==> src/rtl/mem_access_pkg.sv <==
// Shared types for the load/store unit: access size, in-flight entry, buffered response, lane masks.
package mem_access_pkg;

  typedef enum logic [1:0] {
    SZ_BYTE = 2'b00,
    SZ_HALF = 2'b01,
    SZ_WORD = 2'b10,
    SZ_ILL  = 2'b11
  } size_t;

  localparam logic [3:0] LANE_NONE = 4'b0000;
  localparam logic [3:0] LANE_BYTE = 4'b0001;
  localparam logic [3:0] LANE_LO   = 4'b0011;
  localparam logic [3:0] LANE_HI   = 4'b1100;
  localparam logic [3:0] LANE_ALL  = 4'b1111;

  typedef struct packed {
    logic       write;
    size_t      size;
    logic       uns;
    logic [1:0] off;
    logic       error;
  } inflight_t;

  typedef struct packed {
    logic [31:0] data;
    logic        error;
  } rsp_t;

  function automatic logic misaligned(size_t s, logic [1:0] off);
    return ((s == SZ_HALF) && off[0]) || ((s == SZ_WORD) && (off != 2'b00));
  endfunction

endpackage

==> src/rtl/mem_access_unit_if.sv <==
// Request/response handshake plus the block-memory port of mem_access_unit.
interface mem_access_unit_if #(parameter int ADDR_BITS = 7);
  logic                 req_valid;
  logic                 req_ready;
  logic                 req_write;
  logic [1:0]           req_size;
  logic                 req_unsigned;
  logic [ADDR_BITS-1:0] req_address;
  logic [31:0]          req_wr_data;

  logic                 rsp_valid;
  logic                 rsp_ready;
  logic [31:0]          rsp_rd_data;
  logic                 rsp_error;

  logic [ADDR_BITS-1:0] mem_address;
  logic                 mem_rd_en;
  logic [3:0]           mem_wr_en;
  logic [31:0]          mem_wr_data;
  logic [31:0]          mem_rd_data;

  modport slave (
    input  req_valid, req_write, req_size, req_unsigned, req_address, req_wr_data,
    input  rsp_ready, mem_rd_data,
    output req_ready, rsp_valid, rsp_rd_data, rsp_error,
    output mem_address, mem_rd_en, mem_wr_en, mem_wr_data
  );

  modport master (
    output req_valid, req_write, req_size, req_unsigned, req_address, req_wr_data,
    output rsp_ready, mem_rd_data,
    input  req_ready, rsp_valid, rsp_rd_data, rsp_error,
    input  mem_address, mem_rd_en, mem_wr_en, mem_wr_data
  );
endinterface

==> src/rtl/mem_access_unit_load_align.sv <==
// mem_load_align: picks the addressed byte/half/word out of a memory word and extends it.
module mem_load_align
  import mem_access_pkg::*;
(
  input  logic [31:0] i_word,
  input  logic [1:0]  i_off,
  input  size_t       i_size,
  input  logic        i_unsigned,
  output logic [31:0] o_data
);
  logic [31:0] w_sh;
  logic [15:0] w_half;

  assign w_sh   = i_word >> {i_off, 3'b000};
  assign w_half = i_off[1] ? i_word[31:16] : i_word[15:0];

  always_comb begin
    o_data = '0;
    case (i_size)
      SZ_BYTE: o_data = {{24{~i_unsigned & w_sh[7]}}, w_sh[7:0]};
      SZ_HALF: o_data = {{16{~i_unsigned & w_half[15]}}, w_half};
      SZ_WORD: o_data = i_word;
      default: o_data = '0;
    endcase
  end
endmodule

==> src/rtl/mem_access_unit.sv <==
// Load/store unit: one-cycle memory access, in-flight stage, 2-entry in-order response FIFO.
// MEM_ACCESS_MISALIGN_TRAP_EN: misaligned half/word faults instead of being force-aligned.
module mem_access_unit
  import mem_access_pkg::*;
#(
  parameter int ADDR_BITS = 7
) (
  input logic              clk,
  input logic              reset,
  mem_access_unit_if.slave bus
);
  size_t                w_size;
  logic [ADDR_BITS-1:0] w_addr;
  logic [1:0]           w_off;
  logic                 w_err;
  logic                 w_ready, w_acc, w_go;
  logic [3:0]           w_lanes;
  logic [31:0]          w_wdata;
  logic [31:0]          w_ld_data;
  logic                 w_rsp_vld, w_pop, w_push;
  rsp_t                 w_push_ent;

  inflight_t            r_inf;
  logic                 r_inf_vld;
  rsp_t                 r_buf [2];
  logic                 r_wr_ptr, r_rd_ptr;
  logic [1:0]           r_cnt;

  assign w_size = size_t'(bus.req_size);
  assign w_addr = bus.req_address;

  always_comb begin
    w_off = w_addr[1:0];
    w_err = (w_size == SZ_ILL);
`ifdef MEM_ACCESS_MISALIGN_TRAP_EN
    if (misaligned(w_size, w_off)) w_err = 1'b1;
`else
    if (w_size == SZ_HALF) w_off[0] = 1'b0;
    if (w_size == SZ_WORD) w_off    = 2'b00;
`endif
  end

  // Occupancy plus in-flight never exceeds 2, so a push never lands in a full FIFO.
  assign w_rsp_vld = ~reset && (r_cnt != 2'd0);
  assign w_pop     = w_rsp_vld && bus.rsp_ready;
  assign w_ready   = ~reset && ((({1'b0, r_cnt} + {2'b00, r_inf_vld}) < 3'd2) || w_pop);
  assign w_acc     = bus.req_valid && w_ready;
  assign w_go      = w_acc && ~w_err;

  always_comb begin
    w_lanes = LANE_NONE;
    w_wdata = bus.req_wr_data;
    case (w_size)
      SZ_BYTE: begin
        w_lanes = LANE_BYTE << w_off;
        w_wdata = {4{bus.req_wr_data[7:0]}};
      end
      SZ_HALF: begin
        w_lanes = w_off[1] ? LANE_HI : LANE_LO;
        w_wdata = {2{bus.req_wr_data[15:0]}};
      end
      SZ_WORD: w_lanes = LANE_ALL;
      default: w_lanes = LANE_NONE;
    endcase
  end

  assign bus.req_ready   = w_ready;
  assign bus.mem_address = w_addr;
  assign bus.mem_rd_en   = w_go && ~bus.req_write;
  assign bus.mem_wr_en   = (w_go && bus.req_write) ? w_lanes : LANE_NONE;
  assign bus.mem_wr_data = w_wdata;

  always_ff @(posedge clk) begin
    if (reset) begin
      r_inf_vld <= 1'b0;
    end else begin
      r_inf_vld <= w_acc;
      if (w_acc) r_inf <= '{write: bus.req_write, size: w_size, uns: bus.req_unsigned,
                            off: w_off, error: w_err};
    end
  end

  mem_load_align u_align (
    .i_word     (bus.mem_rd_data),
    .i_off      (r_inf.off),
    .i_size     (r_inf.size),
    .i_unsigned (r_inf.uns),
    .o_data     (w_ld_data)
  );

  // Stores and faults answer through the same stage with zero data.
  assign w_push = r_inf_vld;
  always_comb begin
    w_push_ent.error = r_inf.error;
    w_push_ent.data  = (r_inf.write || r_inf.error) ? 32'd0 : w_ld_data;
  end

  always_ff @(posedge clk) begin
    if (reset) begin
      r_cnt    <= 2'd0;
      r_wr_ptr <= 1'b0;
      r_rd_ptr <= 1'b0;
    end else begin
      if (w_push) begin
        r_buf[r_wr_ptr] <= w_push_ent;
        r_wr_ptr        <= ~r_wr_ptr;
      end
      if (w_pop) r_rd_ptr <= ~r_rd_ptr;
      case ({w_push, w_pop})
        2'b10:   r_cnt <= r_cnt + 2'd1;
        2'b01:   r_cnt <= r_cnt - 2'd1;
        default: r_cnt <= r_cnt;
      endcase
    end
  end

  assign bus.rsp_valid   = w_rsp_vld;
  assign bus.rsp_rd_data = w_rsp_vld ? r_buf[r_rd_ptr].data : 32'd0;
  assign bus.rsp_error   = w_rsp_vld ? r_buf[r_rd_ptr].error : 1'b0;
endmodule

==> src/flat_wrapper.sv <==
// flat-port wrapper written by rule: the top's interface ports become plain ports
module mem_access_unit_flat import mem_access_pkg::*;
#(
  parameter int ADDR_BITS = 7
)
  (clk, reset, bus_req_valid, bus_req_write, bus_req_size, bus_req_unsigned, bus_req_address, bus_req_wr_data, bus_rsp_ready, bus_mem_rd_data, bus_req_ready, bus_rsp_valid, bus_rsp_rd_data, bus_rsp_error, bus_mem_address, bus_mem_rd_en, bus_mem_wr_en, bus_mem_wr_data);
  mem_access_unit_if #(.ADDR_BITS(ADDR_BITS)) bus_i ();
  input logic clk;
  input logic reset;
  input wire logic [$bits(bus_i.req_valid)-1:0] bus_req_valid;
  input wire logic [$bits(bus_i.req_write)-1:0] bus_req_write;
  input wire logic [$bits(bus_i.req_size)-1:0] bus_req_size;
  input wire logic [$bits(bus_i.req_unsigned)-1:0] bus_req_unsigned;
  input wire logic [$bits(bus_i.req_address)-1:0] bus_req_address;
  input wire logic [$bits(bus_i.req_wr_data)-1:0] bus_req_wr_data;
  input wire logic [$bits(bus_i.rsp_ready)-1:0] bus_rsp_ready;
  input wire logic [$bits(bus_i.mem_rd_data)-1:0] bus_mem_rd_data;
  output wire logic [$bits(bus_i.req_ready)-1:0] bus_req_ready;
  output wire logic [$bits(bus_i.rsp_valid)-1:0] bus_rsp_valid;
  output wire logic [$bits(bus_i.rsp_rd_data)-1:0] bus_rsp_rd_data;
  output wire logic [$bits(bus_i.rsp_error)-1:0] bus_rsp_error;
  output wire logic [$bits(bus_i.mem_address)-1:0] bus_mem_address;
  output wire logic [$bits(bus_i.mem_rd_en)-1:0] bus_mem_rd_en;
  output wire logic [$bits(bus_i.mem_wr_en)-1:0] bus_mem_wr_en;
  output wire logic [$bits(bus_i.mem_wr_data)-1:0] bus_mem_wr_data;
  assign bus_i.req_valid = bus_req_valid;
  assign bus_i.req_write = bus_req_write;
  assign bus_i.req_size = bus_req_size;
  assign bus_i.req_unsigned = bus_req_unsigned;
  assign bus_i.req_address = bus_req_address;
  assign bus_i.req_wr_data = bus_req_wr_data;
  assign bus_i.rsp_ready = bus_rsp_ready;
  assign bus_i.mem_rd_data = bus_mem_rd_data;
  assign bus_req_ready = bus_i.req_ready;
  assign bus_rsp_valid = bus_i.rsp_valid;
  assign bus_rsp_rd_data = bus_i.rsp_rd_data;
  assign bus_rsp_error = bus_i.rsp_error;
  assign bus_mem_address = bus_i.mem_address;
  assign bus_mem_rd_en = bus_i.mem_rd_en;
  assign bus_mem_wr_en = bus_i.mem_wr_en;
  assign bus_mem_wr_data = bus_i.mem_wr_data;
  mem_access_unit #(.ADDR_BITS(ADDR_BITS)) u_core (.clk(clk), .reset(reset), .bus(bus_i));
endmodule
==> config.mk <==
export PLATFORM = sky130hd
export DESIGN_NAME = mem_access_unit_flat
export DESIGN_NICKNAME = d
export VERILOG_FILES = /design/src/rtl/mem_access_pkg.sv /design/src/rtl/mem_access_unit_if.sv /design/src/rtl/mem_access_unit_load_align.sv /design/src/rtl/mem_access_unit.sv /design/src/flat_wrapper.sv
export SDC_FILE = /design/constraint.sdc
export NUM_CORES = 1
export LEC_CHECK = 0
export BUFFER_PORTS_ARGS = -buffer_cell sky130_fd_sc_hd__buf_4
export CAP_MARGIN = 20
export CORE_AREA = 3 3 125 127
export CTS_BUF_LIST = sky130_fd_sc_hd__clkbuf_16
export DETAILED_ROUTE_END_ITERATION = 8
export DIE_AREA = 0 0 128 130
export GPL_TIMING_DRIVEN = 0
export SYNTH_ARGS = -nofsm -noshare
export SYNTH_HDL_FRONTEND = slang
export SYNTH_SLANG_ARGS = --single-unit
export TNS_END_PERCENT = 5
==> constraint.sdc <==
create_clock -name clk -period 4 [get_ports clk]
set_input_delay 0.8 -clock clk [delete_from_list [all_inputs] [get_ports clk]]
set_output_delay 0.8 -clock clk [all_outputs]
set_load 0.03 [all_outputs]
==> impl_results.html, run 1 <==
<table>
<tr><th>Metric</th><th>Value</th></tr>
<tr><th colspan="2">Worst setup path</th></tr>
<tr><td>Worst path required time</td><td>3200 ps</td></tr>
<tr><td>Buffers &amp; Inverters on Critical Path</td><td>3</td></tr>
<tr><td>Slowest cell on the critical path</td><td>sky130_fd_sc_hd__nor2_2</td></tr>
<tr><td>Element type at the critical path end</td><td>output port</td></tr>
<tr><td>Worst setup path category</td><td>in2out</td></tr>
<tr><td>CP max stage delay</td><td>430 ps</td></tr>
<tr><td>Cell family contributing the most delay on the critical path</td><td>buffers and inverters</td></tr>
<tr><td>R2R depth</td><td>6</td></tr>
<tr><td>Data arrival, critical path</td><td>2140 ps</td></tr>
<tr><td>Maximum net fanout on the critical path</td><td>10</td></tr>
<tr><td>Startpoint types</td><td>input port</td></tr>
<tr><td>Crit path cell chain</td><td>buf_4 -&gt; buf_2 -&gt; nor2_2 -&gt; mux2_2 -&gt; buf_4</td></tr>
<tr><td>Crit path depth</td><td>5</td></tr>
<tr><td>Library cell appearing most often on the critical path</td><td>sky130_fd_sc_hd__buf_4</td></tr>
<tr><th colspan="2">Hold path</th></tr>
<tr><td>Worst hold stages</td><td>0</td></tr>
<tr><td>Worst hold-check path type</td><td>reg2reg</td></tr>
<tr><th colspan="2">GRT</th></tr>
<tr><td>Met3 demand-to-capacity share in global routing</td><td>0.0475</td></tr>
<tr><td>GRT Resource Usage Total</td><td>0.149</td></tr>
<tr><td>Initial antenna violation count</td><td>0</td></tr>
<tr><td>Met2 demand-to-capacity share in global routing</td><td>0.246</td></tr>
<tr><td>Overall overflow remaining after global route</td><td>0</td></tr>
<tr><td>Global-route layer with the greatest usage</td><td>met2</td></tr>
<tr><td>Wire length of the first global-routing pass</td><td>18,800 um</td></tr>
<tr><td>GR Util met1</td><td>0.179</td></tr>
<tr><td>Pin count of the biggest net entering global routing</td><td>34</td></tr>
<tr><td>Via count of the first global-routing pass</td><td>3,649</td></tr>
<tr><th colspan="2">Timing</th></tr>
<tr><td>Setup slack after layout</td><td>1060 ps</td></tr>
<tr><td>Number of endpoints failing setup at the final stage</td><td>0</td></tr>
<tr><td>Worst rel slew slack</td><td>0.442</td></tr>
<tr><td>Highest clock rate</td><td>340 MHz</td></tr>
<tr><td>Setup repair after global routing missed its margin</td><td>no</td></tr>
<tr><td>Shortest period the worst path allows</td><td>2940 ps</td></tr>
<tr><td>Transition time at the pin with the least slew margin</td><td>836 ps</td></tr>
<tr><td>Count of final max-slew check failures</td><td>0</td></tr>
<tr><td>Final Hold Fails</td><td>0</td></tr>
<tr><td>Setup skew after layout</td><td>6.26 ps</td></tr>
<tr><td>Post-route clock period utilization</td><td>0.736</td></tr>
<tr><th colspan="2">Synthesis</th></tr>
<tr><td>Most instantiated cells after synthesis</td><td>sky130_fd_sc_hd__edfxtp_1 (73), sky130_fd_sc_hd__nor2_1 (51), sky130_fd_sc_hd__mux2i_1 (45)</td></tr>
<tr><td>YS warnings</td><td>0</td></tr>
<tr><td>Cell area after synthesis</td><td>4330 um^2</td></tr>
<tr><td>Net Count, Synth</td><td>466</td></tr>
<tr><td>Cells after synthesis</td><td>386</td></tr>
<tr><td>Seq/Total Area, Yosys</td><td>0.533</td></tr>
<tr><td>Proportion of synthesized flip-flops having asynchronous set or reset</td><td>0</td></tr>
<tr><td>Synth top area share</td><td>0.506</td></tr>
<tr><td>Count of unique library cells instantiated by Yosys</td><td>41</td></tr>
<tr><td>Number of enable flip-flop cells after synthesis</td><td>73</td></tr>
<tr><td>Top post-synthesis cells by area</td><td>sky130_fd_sc_hd__edfxtp_1 (51%), sky130_fd_sc_hd__mux2i_1 (10%), sky130_fd_sc_hd__mux2_2 (6.0%)</td></tr>
<tr><td>Seq cells post-synth</td><td>79</td></tr>
<tr><td>Most used flip-flop cell after synthesis</td><td>sky130_fd_sc_hd__edfxtp_1</td></tr>
<tr><td>Synthesized area per cell</td><td>11.2 um^2</td></tr>
<tr><td>Synth area leader</td><td>sky130_fd_sc_hd__edfxtp_1</td></tr>
<tr><td>Most frequent cell after synthesis</td><td>sky130_fd_sc_hd__edfxtp_1</td></tr>
<tr><th colspan="2">Clock tree</th></tr>
<tr><td>Clock Latency Late Sink</td><td>340 ps</td></tr>
<tr><td>Resize count post-CTS</td><td>0</td></tr>
<tr><td>Hold buffer count at CTS</td><td>0</td></tr>
<tr><td>Buffer count from post-CTS setup fixing</td><td>0</td></tr>
<tr><td>Longest Clk Path Bufs</td><td>2</td></tr>
<tr><td>CTS H-tree lvls</td><td>3</td></tr>
<tr><td>Clock tree root driver cell</td><td>sky130_fd_sc_hd__clkbuf_16</td></tr>
<tr><td>Clock tree from TritonCTS</td><td>yes</td></tr>
<tr><td>TritonCTS buffer count</td><td>9</td></tr>
<tr><td>Clk slew on worst S/H paths</td><td>60 ps</td></tr>
<tr><td>Clock sink count</td><td>79</td></tr>
<tr><th colspan="2">Power</th></tr>
<tr><td>Total internal power</td><td>0.00162 W</td></tr>
<tr><td>Share of total power in combinational logic</td><td>0.228</td></tr>
<tr><td>Static Leak</td><td>2.42 nW</td></tr>
<tr><td>Net switching share of the total power</td><td>0.278</td></tr>
<tr><td>Maximum vdd ir drop</td><td>0.188 mV</td></tr>
<tr><td>Total Power Consumption</td><td>0.00224 W</td></tr>
<tr><td>Clk network pwr share</td><td>0.353</td></tr>
<tr><td>Net switching power</td><td>0.000623 W</td></tr>
<tr><td>PD cells</td><td>372 nW/um^2</td></tr>
<tr><td>Sequential group share of total power</td><td>0.419</td></tr>
<tr><th colspan="2">Flow run</th></tr>
<tr><td>Count of max-cap constraint violations</td><td>0</td></tr>
<tr><th colspan="2">Floorplanning</th></tr>
<tr><td>Core region area</td><td>14,500 um^2</td></tr>
<tr><td>Die area</td><td>16,600 um^2</td></tr>
<tr><td>Initial Utilization</td><td>0.298</td></tr>
<tr><td>Boundary Pins</td><td>158</td></tr>
<tr><td>Chip width</td><td>128 um</td></tr>
<tr><td>Die extent in y</td><td>130 um</td></tr>
<tr><td>Rows</td><td>44</td></tr>
<tr><th colspan="2">Placed design</th></tr>
<tr><td>Total placed instance area</td><td>5740 um^2</td></tr>
<tr><td>Routability Congestion</td><td>0.871</td></tr>
<tr><td>Dpl ws</td><td>1060 ps</td></tr>
<tr><td>Half-perimeter wire length after detailed placement</td><td>9860 um</td></tr>
<tr><td>Input/output buffers</td><td>151</td></tr>
<tr><td>Number of placed cells counting well taps</td><td>724</td></tr>
<tr><th colspan="2">Detailed routing</th></tr>
<tr><td>Routed via count</td><td>3,613</td></tr>
<tr><td>First-pass iteration count of the detailed router</td><td>4</td></tr>
<tr><td>Number of nets still failing antenna checks after routing</td><td>0</td></tr>
<tr><td>Aggregate routed wire length</td><td>12,400 um</td></tr>
<tr><td>Iteration-0 DRC Markers</td><td>348</td></tr>
<tr><td>DRC violations left</td><td>0</td></tr>
<tr><td>Final routed wire length divided by cell count</td><td>16.8 um</td></tr>
<tr><td>Drt via density</td><td>4.88</td></tr>
<tr><th colspan="2">Cells and area</th></tr>
<tr><td>Number of nets at the end of the flow</td><td>631</td></tr>
<tr><td>Post-route design area</td><td>6030 um^2</td></tr>
<tr><td>Count of placed standard cells in the final layout, fillers left out</td><td>740</td></tr>
<tr><td>Antenna Cells</td><td>0</td></tr>
<tr><td>Syn-to-layout area delta</td><td>39.1%</td></tr>
<tr><td>Share of final-layout standard cells stronger than drive strength 1</td><td>0.424</td></tr>
<tr><th colspan="2">Status</th></tr>
<tr><td>Run status</td><td>finished, final reports clean</td></tr>
</table>
## per-layer routing
metal / vias to the layer above / part of all wire
met5: - / 0
met4: 0 / 0.028
met3: 27 / 0.11
met2: 206 / 0.47
met1: 1671 / 0.39
li1: 1709 / -
## final timing paths
| check | from | endpoint | slack, ps |
|---|---|---|---|
| max | bus_req_size[1] | bus_mem_wr_data[9] | 1060 |
| min | u_core.r_inf[0]$_DFFE_PP_ | u_core.r_buf[1][0]$_DFFE_PP_ | 490 |
| min reg2reg | u_core.r_inf[0]$_DFFE_PP_ | u_core.r_buf[1][0]$_DFFE_PP_ | 490 |
| max reg2reg | u_core.r_cnt[0]$_SDFFE_PP0P_ | u_core.r_cnt[1]$_SDFFE_PP0P_ | 2000 |
## flip-flops by register name, indices dropped and copies added, names as in the netlist, named ones only
signal / cells
u_core.r_buf: 66
u_core.r_cnt: 2
u_core.r_inf: 7
u_core.r_inf_vld: 1
u_core.r_rd_ptr: 1
u_core.r_wr_ptr: 1
## cell families after synthesis
kind of cell               after synthesis  share of synthesized area
DFF                                     79                      0.533
xor gates and xnor gates                 4                    0.00808
AOI/OAI and AO/OA                       77                      0.111
and+or+nand+nor                         99                     0.0999
buffers and inverters                   56                     0.0728
muxes                                   70                      0.172
adders and majority gates                1                    0.00289
## final cells by class
cell class              count  area, um^2
repair buffers            154        1170
multi-input cells         251        1710
well taps                 184         230
inverters                  14        52.6
plain buffers              42         263
clock buffers               9         225
clock inverters             7        65.1
flip-flops and latches     79        2310
fillers                  1444        8510
## cell usage in the layout, fill, tap and decap left out, types with 2 or more instances in the layout
cell type	synthesis	final
sky130_fd_sc_hd__nand2_1	31	31
sky130_fd_sc_hd__buf_4	18	169
sky130_fd_sc_hd__nor2_1	51	51
sky130_fd_sc_hd__mux2_2	23	23
sky130_fd_sc_hd__buf_2	12	12
sky130_fd_sc_hd__nor2b_1	3	3
sky130_fd_sc_hd__nor3_1	4	3
sky130_fd_sc_hd__clkinv_2	0	3
sky130_fd_sc_hd__o221ai_1	4	4
sky130_fd_sc_hd__o21ai_0	15	15
sky130_fd_sc_hd__a21oi_1	39	39
sky130_fd_sc_hd__buf_6	3	6
sky130_fd_sc_hd__dfxtp_1	6	6
sky130_fd_sc_hd__edfxtp_1	73	73
sky130_fd_sc_hd__mux2i_1	45	45
sky130_fd_sc_hd__a22oi_1	8	8
sky130_fd_sc_hd__o211a_1	2	2
sky130_fd_sc_hd__clkbuf_1	7	7
sky130_fd_sc_hd__clkbuf_16	0	9
sky130_fd_sc_hd__buf_1	2	2
sky130_fd_sc_hd__inv_1	14	15
sky130_fd_sc_hd__a221oi_1	3	3
sky130_fd_sc_hd__xnor2_1	3	3
## power groups by stage
stage / Sequential (W) / Clock (W) / Combinational, W
floorplan: 0.000955 / 0 / 0.000306
global placement: 0.000957 / 0 / 0.000503
detailed placement: 0.000957 / 0 / 0.000513
CTS: 0.000940 / 0.000807 / 0.000514
global route: 0.000943 / 0.000843 / 0.000548
finish: 0.000940 / 0.000792 / 0.000510
## through the flow
stage          hold slack, ps  setup TNS [ps]  utilization
3_5_place_dp              481               0        0.395
3_3_place_gp              460          -29840        0.392
5_1_grt                   512               0        0.415
4_1_cts                   495               0        0.415
6_report                  495               0        0.415
2_1_floorplan             446               0            -
(Power assumes the default switching activity.)
==> run 2, diff against run 1 <==
Clock period 4 ns to 2.8 ns, I/O delays scaled along.
==> run 2 against run 1 <==
  * Critical path depth unchanged
  * Sequential power increased by 43%
  * Flip-flop and latch count unchanged
  * Sequential share of layout area decreased by 0.095 points
  * Via count decreased by 1.8%
  * Combinational power increased by 43%
  * Critical path type unchanged
  * Largest power group unchanged
==> impl_results.html, run 2 (same netlist as run 1, synthesis figures left out) <==
<table>
<tr><th>Metric</th><th>Value</th></tr>
<tr><th colspan="2">Timing</th></tr>
<tr><td>Post-route setup TNS</td><td>0 ps (unchanged)</td></tr>
<tr><td>Worst rel slew slack</td><td>0.370 (-0.0729)</td></tr>
<tr><td>Final Hold Fails</td><td>0 (unchanged)</td></tr>
<tr><td>Setup repair after global routing missed its margin</td><td>no</td></tr>
<tr><td>Setup skew after layout</td><td>5.38 ps (-0.873 ps)</td></tr>
<tr><td>Number of endpoints failing setup at the final stage</td><td>0 (unchanged)</td></tr>
<tr><td>Transition time at the pin with the least slew margin</td><td>943 ps (+106 ps)</td></tr>
<tr><td>Shortest period the worst path allows</td><td>2440 ps</td></tr>
<tr><td>Post-route clock period utilization</td><td>0.872</td></tr>
<tr><td>Count of final max-slew check failures</td><td>0 (unchanged)</td></tr>
<tr><td>Highest clock rate</td><td>410 MHz</td></tr>
<tr><th colspan="2">Clock tree</th></tr>
<tr><td>Buffer count from post-CTS setup fixing</td><td>0 (unchanged)</td></tr>
<tr><td>Clock sink count</td><td>79 (unchanged)</td></tr>
<tr><td>Clock Latency Late Sink</td><td>340 ps (about the same)</td></tr>
<tr><td>TritonCTS buffer count</td><td>9 (unchanged)</td></tr>
<tr><td>Clock tree root driver cell</td><td>sky130_fd_sc_hd__clkbuf_16</td></tr>
<tr><td>Clock tree from TritonCTS</td><td>yes</td></tr>
<tr><td>CTS H-tree lvls</td><td>3 (unchanged)</td></tr>
<tr><td>Hold buffer count at CTS</td><td>0 (unchanged)</td></tr>
<tr><td>Longest Clk Path Bufs</td><td>2 (unchanged)</td></tr>
<tr><td>Resize count post-CTS</td><td>0 (unchanged)</td></tr>
<tr><td>Clk slew on worst S/H paths</td><td>60 ps (about the same)</td></tr>
<tr><th colspan="2">Power</th></tr>
<tr><td>Share of total power in combinational logic</td><td>0.223 (-0.005)</td></tr>
<tr><td>Total Power Consumption</td><td>0.00326 W (+45%)</td></tr>
<tr><td>Static Leak</td><td>2.41 nW (-0.15%)</td></tr>
<tr><td>Total internal power</td><td>0.00233 W (+44%)</td></tr>
<tr><td>Net switching power</td><td>0.000928 W (+49%)</td></tr>
<tr><td>Maximum vdd ir drop</td><td>0.265 mV (+41%)</td></tr>
<tr><td>Net switching share of the total power</td><td>0.285 (+0.00683)</td></tr>
<tr><td>Clk network pwr share</td><td>0.366 (+0.013)</td></tr>
<tr><td>PD cells</td><td>540 nW/um^2 (+45%)</td></tr>
<tr><td>Sequential group share of total power</td><td>0.412 (-0.007)</td></tr>
<tr><th colspan="2">Cells and area</th></tr>
<tr><td>Antenna Cells</td><td>0 (unchanged)</td></tr>
<tr><td>Share of final-layout standard cells stronger than drive strength 1</td><td>0.424 (about the same)</td></tr>
<tr><td>Footprint of the multi-input gates</td><td>1720 um^2 (+0.37%)</td></tr>
<tr><td>Final core utilization</td><td>0.416 (+0.00103)</td></tr>
<tr><td>Number of nets at the end of the flow</td><td>629 (-0.32%)</td></tr>
<tr><td>Number of flip-flops under the largest register name</td><td>66 (unchanged)</td></tr>
<tr><td>Filler instances</td><td>1,383 (-4.2%)</td></tr>
<tr><td>Area taken by flip-flops and latches</td><td>2310 um^2 (unchanged)</td></tr>
<tr><td>Biggest register</td><td>u_core.r_buf</td></tr>
<tr><td>Highest-count cells in the layout ignoring fill and taps</td><td>sky130_fd_sc_hd__buf_4 (169), sky130_fd_sc_hd__edfxtp_1 (73), sky130_fd_sc_hd__nor2_1 (51), sky130_fd_sc_hd__mux2i_1 (45), sky130_fd_sc_hd__a21oi_1 (39)</td></tr>
<tr><td>Syn-to-layout area delta</td><td>39.4%</td></tr>
<tr><td>Commonest non-fill, non-tap cell in the layout</td><td>sky130_fd_sc_hd__buf_4</td></tr>
<tr><td>Top flop regs</td><td>u_core.r_buf: 66 flops, u_core.r_inf: 7 flops, u_core.r_cnt: 2 flops</td></tr>
<tr><th colspan="2">Detailed routing</th></tr>
<tr><td>DRC violations left</td><td>0 (unchanged)</td></tr>
<tr><td>Iteration-0 DRC Markers</td><td>214 (-39%)</td></tr>
<tr><td>Number of nets still failing antenna checks after routing</td><td>0 (unchanged)</td></tr>
<tr><td>First-pass iteration count of the detailed router</td><td>5 (+1)</td></tr>
<tr><td>Drt via density</td><td>4.81 (-1.5%)</td></tr>
<tr><td>Aggregate routed wire length</td><td>12,100 um (-2.5%)</td></tr>
<tr><td>Routed via count</td><td>3,548 (-1.8%)</td></tr>
<tr><td>Final routed wire length divided by cell count</td><td>16.4 um (-2.3%)</td></tr>
<tr><th colspan="2">Placed design</th></tr>
<tr><td>Input/output buffers</td><td>151 (unchanged)</td></tr>
<tr><td>Routability Congestion</td><td>0.886 (+1.7%)</td></tr>
<tr><td>Half-perimeter wire length after detailed placement</td><td>9550 um (-3.1%)</td></tr>
<tr><th colspan="2">GRT</th></tr>
<tr><td>Via count of the first global-routing pass</td><td>3,554 (-2.6%)</td></tr>
<tr><td>Pin count of the biggest net entering global routing</td><td>34 (unchanged)</td></tr>
<tr><td>GRT Resource Usage Total</td><td>0.143 (-0.00546)</td></tr>
<tr><td>Initial antenna violation count</td><td>0 (unchanged)</td></tr>
<tr><td>Overall overflow remaining after global route</td><td>0 (unchanged)</td></tr>
<tr><td>Wire length of the first global-routing pass</td><td>18,200 um (-3.2%)</td></tr>
<tr><th colspan="2">Worst setup path</th></tr>
<tr><td>End of the worst register-to-register path</td><td>u_core.r_cnt[1]$_SDFFE_PP0P_</td></tr>
<tr><td>Data arrival, critical path</td><td>1880 ps (-260 ps)</td></tr>
<tr><td>Startpoint types</td><td>input port</td></tr>
<tr><td>R2r startpoint</td><td>u_core.r_cnt[0]$_SDFFE_PP0P_</td></tr>
<tr><td>R2r setup slk</td><td>830 ps (-1170 ps)</td></tr>
<tr><td>Slowest cell on the critical path</td><td>sky130_fd_sc_hd__nor2_2</td></tr>
<tr><td>Maximum net fanout on the critical path</td><td>10 (unchanged)</td></tr>
<tr><td>Endpoint of the worst setup timing path</td><td>bus_mem_wr_data[9]</td></tr>
<tr><td>CP max stage delay</td><td>440 ps (about the same)</td></tr>
<tr><td>Element type at the critical path end</td><td>output port</td></tr>
<tr><td>Library cell appearing most often on the critical path</td><td>sky130_fd_sc_hd__buf_4</td></tr>
<tr><td>R2R depth</td><td>6 (unchanged)</td></tr>
<tr><td>Startpoint of the most critical setup path</td><td>bus_req_size[1]</td></tr>
<tr><td>Crit path cell chain</td><td>buf_4 -&gt; buf_2 -&gt; nor2_2 -&gt; mux2_2 -&gt; buf_4</td></tr>
<tr><td>Worst path required time</td><td>2240 ps (-960 ps)</td></tr>
<tr><td>Worst setup path category</td><td>in2out</td></tr>
<tr><th colspan="2">Floorplanning</th></tr>
<tr><td>Die extent in y</td><td>130 um (unchanged)</td></tr>
<tr><td>Core region area</td><td>14,500 um^2 (unchanged)</td></tr>
<tr><td>Boundary Pins</td><td>158 (unchanged)</td></tr>
<tr><td>Chip width</td><td>128 um (unchanged)</td></tr>
<tr><td>Initial Utilization</td><td>0.298 (unchanged)</td></tr>
<tr><td>Die area</td><td>16,600 um^2 (unchanged)</td></tr>
<tr><td>Rows</td><td>44 (unchanged)</td></tr>
<tr><th colspan="2">Status</th></tr>
<tr><td>Run status</td><td>finished, final reports clean</td></tr>
<tr><th colspan="2">Flow run</th></tr>
<tr><td>Count of max-cap constraint violations</td><td>0 (unchanged)</td></tr>
<tr><th colspan="2">Hold path</th></tr>
<tr><td>Worst hold-check path type</td><td>in2reg</td></tr>
</table>
-- run 2: cell count changes in the layout (fill, tap and decap cells not counted), sizes merged --
| cell | change |
|---|---|
| inv | +2 |
| buf | -2 |
| clkinv | -2 |
-- run 2: area by class of cell --
cell class,count,share of cell area
inverter,14,0.00870
timing repair buffer,152,0.192
buffer,42,0.0435
clock buffer,9,0.0373
multi-input combinational,251,0.284
tap,184,0.0381
clock inverter,7,0.0133
sequential,79,0.383
-- run 2: per-layer routing --
| layer | part of all wire | global-route usage | up-vias |
|---|---|---|---|
| li1 | - | - | 1710 |
| met1 | 0.40 | 0.170 | 1632 |
| met2 | 0.47 | 0.242 | 186 |
| met3 | 0.10 | 0.0528 | 20 |
| met4 | 0.022 | 0.0462 | 0 |
| met5 | 0 | 0 | - |
-- run 2: worst min path at each step --
stage,startpoint,to,slack (ps),depth (start not counted)
after global routing,bus_req_unsigned,u_core.r_inf[3]$_DFFE_PP_,390,1
after global placement,u_core.r_inf[0]$_DFFE_PP_,u_core.r_buf[0][0]$_DFFE_PP_,470,0
after floorplan,u_core.r_inf[0]$_DFFE_PP_,u_core.r_buf[0][0]$_DFFE_PP_,450,0
after CTS,bus_req_unsigned,u_core.r_inf[3]$_DFFE_PP_,390,1
final,bus_req_unsigned,u_core.r_inf[3]$_DFFE_PP_,400,1
after detailed placement,u_core.r_inf[0]$_DFFE_PP_,u_core.r_buf[0][0]$_DFFE_PP_,470,0
-- run 2: per-stage QoR --
step	instance area [um^2]	hold WS [ps]	worst slack, ps	std cells
final	6040	400	359	738
after global routing	6040	389	149	738
after CTS	6040	390	331	738
after detailed placement	5740	465	334	722
after global placement	5700	469	-364	721
after floorplan	4340	446	362	386
-- run 2: critical path, delay by kind of cell --
| kind | cells | cell delay [ps] |
|---|---|---|
| buf+inv | 3 | 480 |
| simple gates | 1 | 440 |
| mux | 1 | 400 |
-- run 2: power groups by stage --
stage                     clock network [W]  registers, W  logic [W]
after global placement                    0       0.00137   0.000720
after global routing                0.00127       0.00135   0.000779
final                               0.00119       0.00134   0.000727
after CTS                           0.00122       0.00134   0.000735
after detailed placement                  0       0.00137   0.000733
after floorplan                           0       0.00136   0.000437
